==> src/rtl/hazard_stall_unit.sv <==
// Load-use / multi-cycle stall and branch-flush control for the ID stage.
// Ports: ctrl_in/ctrl_out bundle, ID/EX hazard operands, stall/flush enables, perf counters.
module hazard_stall_unit #(
  parameter int CTRL_W       = 8,
  parameter int REG_AW       = 5,
  parameter int LU_STALL_CYC = 1,
  parameter int CNT_W        = 16
) (
  input  logic              clk,
  input  logic              rst_n,
  input  logic [CTRL_W-1:0] ctrl_in,
  output logic [CTRL_W-1:0] ctrl_out,
  input  logic [REG_AW-1:0] id_rs1,
  input  logic [REG_AW-1:0] id_rs2,
  input  logic              id_use_rs1,
  input  logic              id_use_rs2,
  input  logic [REG_AW-1:0] ex_rd,
  input  logic              ex_mem_read,
  input  logic              branch_taken,
  input  logic              ext_stall,
  output logic              pc_write,
  output logic              ifid_write,
  output logic              ifid_flush,
  output logic              bubble,
  output logic [CNT_W-1:0]  stall_cnt,
  output logic [CNT_W-1:0]  flush_cnt
);

  typedef enum logic [1:0] {
    RUN      = 2'd0,
    LU_HOLD  = 2'd1,
    EXT_HOLD = 2'd2
  } state_t;

  localparam logic [1:0] REM_INIT = 2'(LU_STALL_CYC - 1);

  state_t     state, state_nx;
  logic [1:0] rem, rem_nx;

  logic lu;
  logic hold_lu;
  logic do_flush, do_ext, do_hold, do_lu;
  logic stall;

  assign lu = ex_mem_read && (ex_rd != '0) &&
              ((id_use_rs1 && (id_rs1 == ex_rd)) ||
               (id_use_rs2 && (id_rs2 == ex_rd)));

  // An EXT_HOLD that interrupted a load-use hold resumes it.
  assign hold_lu = (state == LU_HOLD) ||
                   ((state == EXT_HOLD) && (rem != 2'd0));

  // One-hot action terms in priority order.
  assign do_flush = branch_taken;
  assign do_ext   = ext_stall & ~branch_taken;
  assign do_hold  = hold_lu & ~branch_taken & ~ext_stall;
  assign do_lu    = lu & ~hold_lu & ~branch_taken & ~ext_stall;
  assign stall    = do_ext | do_hold | do_lu;

  always_ff @(posedge clk or negedge rst_n) begin
    if (!rst_n) begin
      state <= RUN;
      rem   <= 2'd0;
    end else begin
      state <= state_nx;
      rem   <= rem_nx;
    end
  end

  always_comb begin
    state_nx = RUN;
    rem_nx   = rem;
    unique case (1'b1)
      do_flush: begin
        state_nx = RUN;
        rem_nx   = 2'd0;
      end
      do_ext: begin
        state_nx = EXT_HOLD;
      end
      do_hold: begin
        if (rem <= 2'd1) begin
          state_nx = RUN;
          rem_nx   = 2'd0;
        end else begin
          state_nx = LU_HOLD;
          rem_nx   = rem - 2'd1;
        end
      end
      do_lu: begin
        if (LU_STALL_CYC == 1) begin
          state_nx = RUN;
          rem_nx   = 2'd0;
        end else begin
          state_nx = LU_HOLD;
          rem_nx   = REM_INIT;
        end
      end
      default: begin
        state_nx = RUN;
        rem_nx   = 2'd0;
      end
    endcase
  end

  always_comb begin
    pc_write   = 1'b0;
    ifid_write = 1'b0;
    ifid_flush = 1'b0;
    bubble     = 1'b1;
    ctrl_out   = '0;
    if (rst_n) begin
      pc_write   = ~stall;
      ifid_write = ~stall;
      ifid_flush = do_flush;
      bubble     = stall | do_flush;
      ctrl_out   = (stall | do_flush) ? '0 : ctrl_in;
    end
  end

  always_ff @(posedge clk or negedge rst_n) begin
    if (!rst_n) begin
      stall_cnt <= '0;
      flush_cnt <= '0;
    end else begin
      if (!pc_write && (stall_cnt != '1))
        stall_cnt <= stall_cnt + 1'b1;
      if (do_flush && (flush_cnt != '1))
        flush_cnt <= flush_cnt + 1'b1;
    end
  end

endmodule

==> config.mk <==
export PLATFORM = sky130hd
export DESIGN_NAME = hazard_stall_unit
export DESIGN_NICKNAME = d
export VERILOG_FILES = /design/src/rtl/hazard_stall_unit.sv
export SDC_FILE = /design/constraint.sdc
export NUM_CORES = 1
export LEC_CHECK = 0
export CAP_MARGIN = 20
export CELL_PAD_IN_SITES_DETAIL_PLACEMENT = 0
export CELL_PAD_IN_SITES_GLOBAL_PLACEMENT = 1
export CORE_MARGIN = 1
export CORE_UTILIZATION = 35
export DETAILED_ROUTE_END_ITERATION = 12
export HOLD_SLACK_MARGIN = 0.1
export PLACE_DENSITY_LB_ADDON = 0.1
export SETUP_SLACK_MARGIN = 0.02
export SLEW_MARGIN = 30
export SYNTH_ARGS = -nofsm -noshare
export SYNTH_HDL_FRONTEND = slang
export SYNTH_SLANG_ARGS = --single-unit
==> constraint.sdc <==
create_clock -name clk -period 3.2 [get_ports clk]
set_input_delay 0.64 -clock clk [delete_from_list [all_inputs] [get_ports clk]]
set_output_delay 0.64 -clock clk [all_outputs]
set_load 0.05 [all_outputs]
# Yosys cells after proc, flatten, opt, wreduce, memory -nomap -nowiden
# Index checks and enable logic that the tools add are counted.
# classes
addsub	3
order_cmp	1
n_eq_ne	6
muxes	9
bitwise_logic	13
reduce_logical	12
# ops
operator	n
16-bit by 1-bit adder with 16-bit output, second input constant	2
16-bit != test, second input constant	2
8-bit two-way mux	2
5-bit equality test	2
2-bit one-hot mux with 2 select lines	2
1-bit logical AND	7
1-bit AND	6
5-bit nonzero test	1
1-bit two-way mux	4
1-bit inverter	4
1-bit OR	3
2-bit by 1-bit equality test with 1-bit output, second input constant	1
2-bit equality test, second input constant	1
2-bit by 1-bit less-or-equal comparator with 1-bit output, second input constant	1
1-bit logical OR	2
2-bit two-way mux	1
2-bit nonzero test	1
2-bit by 1-bit subtractor with 2-bit output, second input constant	1
1-bit zero test	1
# word_totals
register_bits	36
input_bits	30
out_inout_bits	44
word_cells	48

# Logic depth before layout (Yosys ltp)
# logic_depth
ltp_word	12
mapped_depth	8

# Worst setup path after synthesis
# No wires, ideal clock.
# synth_path
path_type	input port to output port
startpoint	input ex_rd[1]
endpoint	output pc_write
arrival_time_ns	2.290
path_slack_ns	0.270
stages	6
cell_sequence	or4_1 > o21ai_1 > o21ai_4 > buf_4 > nand2_1 > buf_4
# synth_between
elab_chain_len	10
# synth_lines
item	line_no	source
start, declared	17	input logic [REG_AW-1:0] ex_rd,
5-bit equality test (on tied branches)	46, 47	
1-bit logical AND (on tied branches)	46, 47	
1-bit logical OR	46	((id_use_rs1 && (id_rs1 == ex_rd)) ||
1-bit logical AND (*)	45	assign lu = ex_mem_read && (ex_rd != '0) &&
1-bit AND (*) (3 in a row)	57	assign do_lu = lu & ~hold_lu & ~branch_taken & ~ext_stall;
1-bit OR (*)	58	assign stall = do_ext | do_hold | do_lu;
1-bit inverter (*)	--	
1-bit two-way mux (*)	--	
end, declared	21	output logic pc_write,
# Mark *: on every way between the ends. The rest lies on a longest branch, timed or not.

# Worst setup path after layout
# layout_path
startpoint	input ex_rd[1]
endpoint	output ctrl_out[0]
# layout_between
elab_chain_len	11
# layout_lines
item	line_no	source
5-bit equality test (on tied branches)	46, 47	
1-bit logical AND (on tied branches)	46, 47	
1-bit logical OR	46	
1-bit logical AND (*)	45	
1-bit AND (*) (3 in a row)	57	
1-bit OR (*)	58	
1-bit OR (*)	117	ctrl_out = (stall | do_flush) ? '0 : ctrl_in;
8-bit two-way mux (*)	117	
8-bit two-way mux (*)	112	if (rst_n) begin
end, declared	12	output logic [CTRL_W-1:0] ctrl_out,
# Marks and branches as above.

==> flow_metrics.env <==
export IMPL_cp_data_arrival_time_ns=2.51
export IMPL_cp_start_kind="primary input"
export IMPL_area_delta_synth_final_pct=58.8
export IMPL_critPathKind="primary input to output pin"
export IMPL_fin_crit_sh_pct=98.3
export IMPL_drive_above_1_share_pct=14.0
export IMPL_crit_path_max_fanout=5
export IMPL_overflow=0
export IMPL_htree_levels=2
export IMPL_grt_antenna_before_repair=0
export IMPL_cpPeakStageDelay_ns=0.57
export IMPL_yosys_area_share_simple_pct=26.5
export IMPL_worstPathCellList="clkdlybuf4s50_1 -> or4_4 -> o21ai_4 -> o21ai_4 -> nor2_4 -> and2_1 -> buf_12"
export IMPL_critPathCaptureType="output pin"
export IMPL_timing_rr_end="stall_cnt[1]$_DFFE_PN0P_"
export IMPL_finalClockSkew_ns=0.00738
export IMPL_diodes=0
export IMPL_cp_depth=7
export IMPL_max_slew_margin_rel_pct=65.2
export IMPL_clk_pin_slew_ns=0.07
export IMPL_post_place_cells=326
export IMPL_hold_buffers=0
export IMPL_cts_max_path_buffers=2
export IMPL_gp_congestion=0.738
export IMPL_synth_xor_area_share_pct=17.6
export IMPL_ir_drop_v=0.000622
export IMPL_postRouteAntennaNets=0
export IMPL_synth_yosys_seq_area_share_pct=47.7
export IMPL_fin_tns_setup_ns=0
export IMPL_reg2reg_depth=7
export IMPL_cap_violations=0
export IMPL_numCtsBuffers=5
export IMPL_crit_family="simple AND/OR/NAND/NOR gates"
export IMPL_vias=1618
export IMPL_hold_viol=0
export IMPL_yosysUniqueCellTypes=33
export IMPL_remaining_drc_errors=0
export IMPL_clkSinkCount=36
export IMPL_finalWorstSetupSlack_ns=0.0546
export IMPL_die_height_um=75.5
export IMPL_ys_ff_latch=36
export IMPL_core_mm2=0.00514
export IMPL_leakage_nw=1.23
export IMPL_synth_top_family_by_area="simple AND/OR/NAND/NOR gates"
export IMPL_cts_tree="done"
export IMPL_min_period_ns=3.15
export IMPL_grt_max_degree=30
export IMPL_grt_pass1_wl_um=6750
export IMPL_drv_slew=0
export IMPL_port_buffers=73
export IMPL_pre_cts_slack_ns=-0.0937
export IMPL_syn_inst=181
export IMPL_worst_path_max_delay_cell="or4_4"
export IMPL_die_area_mm2=0.00570
export IMPL_holdWs_ns=0.193
export IMPL_drt_pre_antenna_iters=4
export IMPL_synth_nets=213
export IMPL_layout_cells_non_filler=335
export IMPL_ios=74
export IMPL_synth_compound_area_share_pct=2.85
export IMPL_critPathBufInv=2
export IMPL_synth_adder_area_share_pct=1.32
export IMPL_drtIter0Drc=46
export IMPL_fmax_mhz=318
export IMPL_dieWidth_um=75.5
export IMPL_post_drt_wl_per_cell_um=13.4
export IMPL_ys_warn_count=0
export IMPL_insertion_delay_ns=0.29
export IMPL_reg2reg_from="stall_cnt[0]$_DFFE_PN0P_"
export IMPL_nets=296
export IMPL_worst_pin_slew_ns=0.520
export IMPL_start_util_pct=36.8
export IMPL_drt_total_wl_um=4490
export IMPL_rows=26
export IMPL_clock_root_buffer="clkbuf_8"
export IMPL_place_hpwl_um=3410
export IMPL_syn_area_mm2=0.00189
export IMPL_power_density_mw_per_mm2=627
export IMPL_postCtsSetupBuffers=0
export IMPL_hold_path_class="primary input to asynchronous set/reset pin"
export IMPL_synthMuxAreaShare_pct=2.38
export IMPL_avgSynthCellArea_um2=10.4
export IMPL_outcome="complete, no violations"
export IMPL_setup_viol=0
export IMPL_rsz0062_at_grt="yes"
export IMPL_cp_required_ns=2.56
export IMPL_crit_top_cell="o21ai_4"
export IMPL_grt_pass1_vias=1432
export IMPL_viasPerCell=4.83
export IMPL_grt_usage_pct=16.1
export IMPL_reg2reg_slack_ns=1.15
[layer usage]
layer	global-route usage, %	wire (µm)	up-vias
li1	-	-	801
met2	23.9	2030	62
met1	21.9	2050	748
met4	6.17	52	0
met5	0	0	-
met3	5.16	366	7
[sequential cells by signal (all words and copies together) (netlist names)]
name	count
state	2
rem	2
flush_cnt	16
stall_cnt	16
[layout make-up]
type / count / area (µm²)
multi-input combinational: 140 / 993
fill: 484 / 2140
inverter: 3 / 11.3
timing repair buffer: 78 / 883
sequential: 36 / 901
clock inverter: 1 / 30.0
tap: 70 / 87.6
clock buffer: 7 / 96.3
[repair_timing]
action                     CTS  global route
gates cloned                 0             1
gates resized for setup      2             4
pin swaps                    0             2
hold endpoints to repair     0             0
setup endpoints to repair    9            10
[worst register-to-register path, stage by stage (launching register included)]
cell,delay [ns]
dfrtp_1,0.43
ha_1,0.19
nand3_1,0.12
nor2_1,0.28
nand4_1,0.15
and2_1,0.29
nand2_1,0.15
mux2_1,0.33
[per-stage QoR]
step	total power, mW	instance area, µm²	utilization (%)
2_1_floorplan	1.15	1890	-
3_3_place_gp	1.45	2840	55.3
3_5_place_dp	1.46	2840	55.3
4_1_cts	1.90	2980	57.9
5_1_grt	1.98	3000	58.4
6_report	1.88	3000	58.4
[power by group]
part | total (mW) | switching, mW | internal, mW
combinational | 0.787 | 0.480 | 0.307
sequential | 0.659 | 0.114 | 0.545
clock | 0.436 | 0.162 | 0.275
[logic make-up (layout without fill, tap and decap cells)]
group	after synthesis	count (layout)
flip-flops	36	36
AO/OA/AOI/OAI	7	7
adder cells (fa/ha/maj)	2	2
buffers and inverters	6	89
AND/OR/NAND/NOR	88	89
XOR/XNOR	38	38
multiplexers	4	4
[Yosys cell counts]
cell	count	share of area, %
or4_1	1	0.40
nand3_1	15	4.0
dfrtp_1	36	48
nor4b_1	2	0.93
nand4_1	12	4.0
nor4_1	2	0.66
or3_1	2	0.66
buf_4	2	0.79
nand3b_1	1	0.40
nand2_1	13	2.6
and3_1	7	2.3
and2_1	10	3.3
nand2b_1	3	0.99
mux2_1	1	0.60
o21ai_1	1	0.26
nor3_1	2	0.53
nor2b_1	3	0.99
ha_1	2	1.3
xnor2_1	27	13
nor2_1	8	1.6
nor2_2	1	0.33
xor2_1	11	5.1
and4b_1	1	0.53
o21ai_4	1	0.86
inv_1	3	0.60
a32oi_1	1	0.46
and2_0	1	0.33
nor3b_2	1	0.66
mux2_2	3	1.8
a22o_1	1	0.46
and4_1	3	1.4
buf_2	1	0.26
o21ai_0	3	0.79
[worst max path at each step]
stage	from	endpoint	slack [ns]
5_1_grt	ex_rd[1]	pc_write	-0.04
2_1_floorplan	ex_rd[1]	pc_write	0.27
6_report	ex_rd[1]	ctrl_out[0]	0.05
3_5_place_dp	ex_rd[1]	ctrl_out[0]	-0.09
4_1_cts	ex_rd[1]	ctrl_out[0]	0.04
3_3_place_gp	ex_rd[1]	ctrl_out[0]	-0.04
[cell usage in the layout (no fill, tap or decap), types with 8 or more instances in the layout]
master           netlist  layout
xnor2_1               27      27
clkdlybuf4s50_1        0      60
dfrtp_1               36      36
nand3_1               15      15
nor2_1                 8       8
nand2_1               13      13
nand4_1               12      12
buf_12                 0      12
and2_1                10       9
xor2_1                11      11
Note: power is estimated with default switching activity, not from simulation.
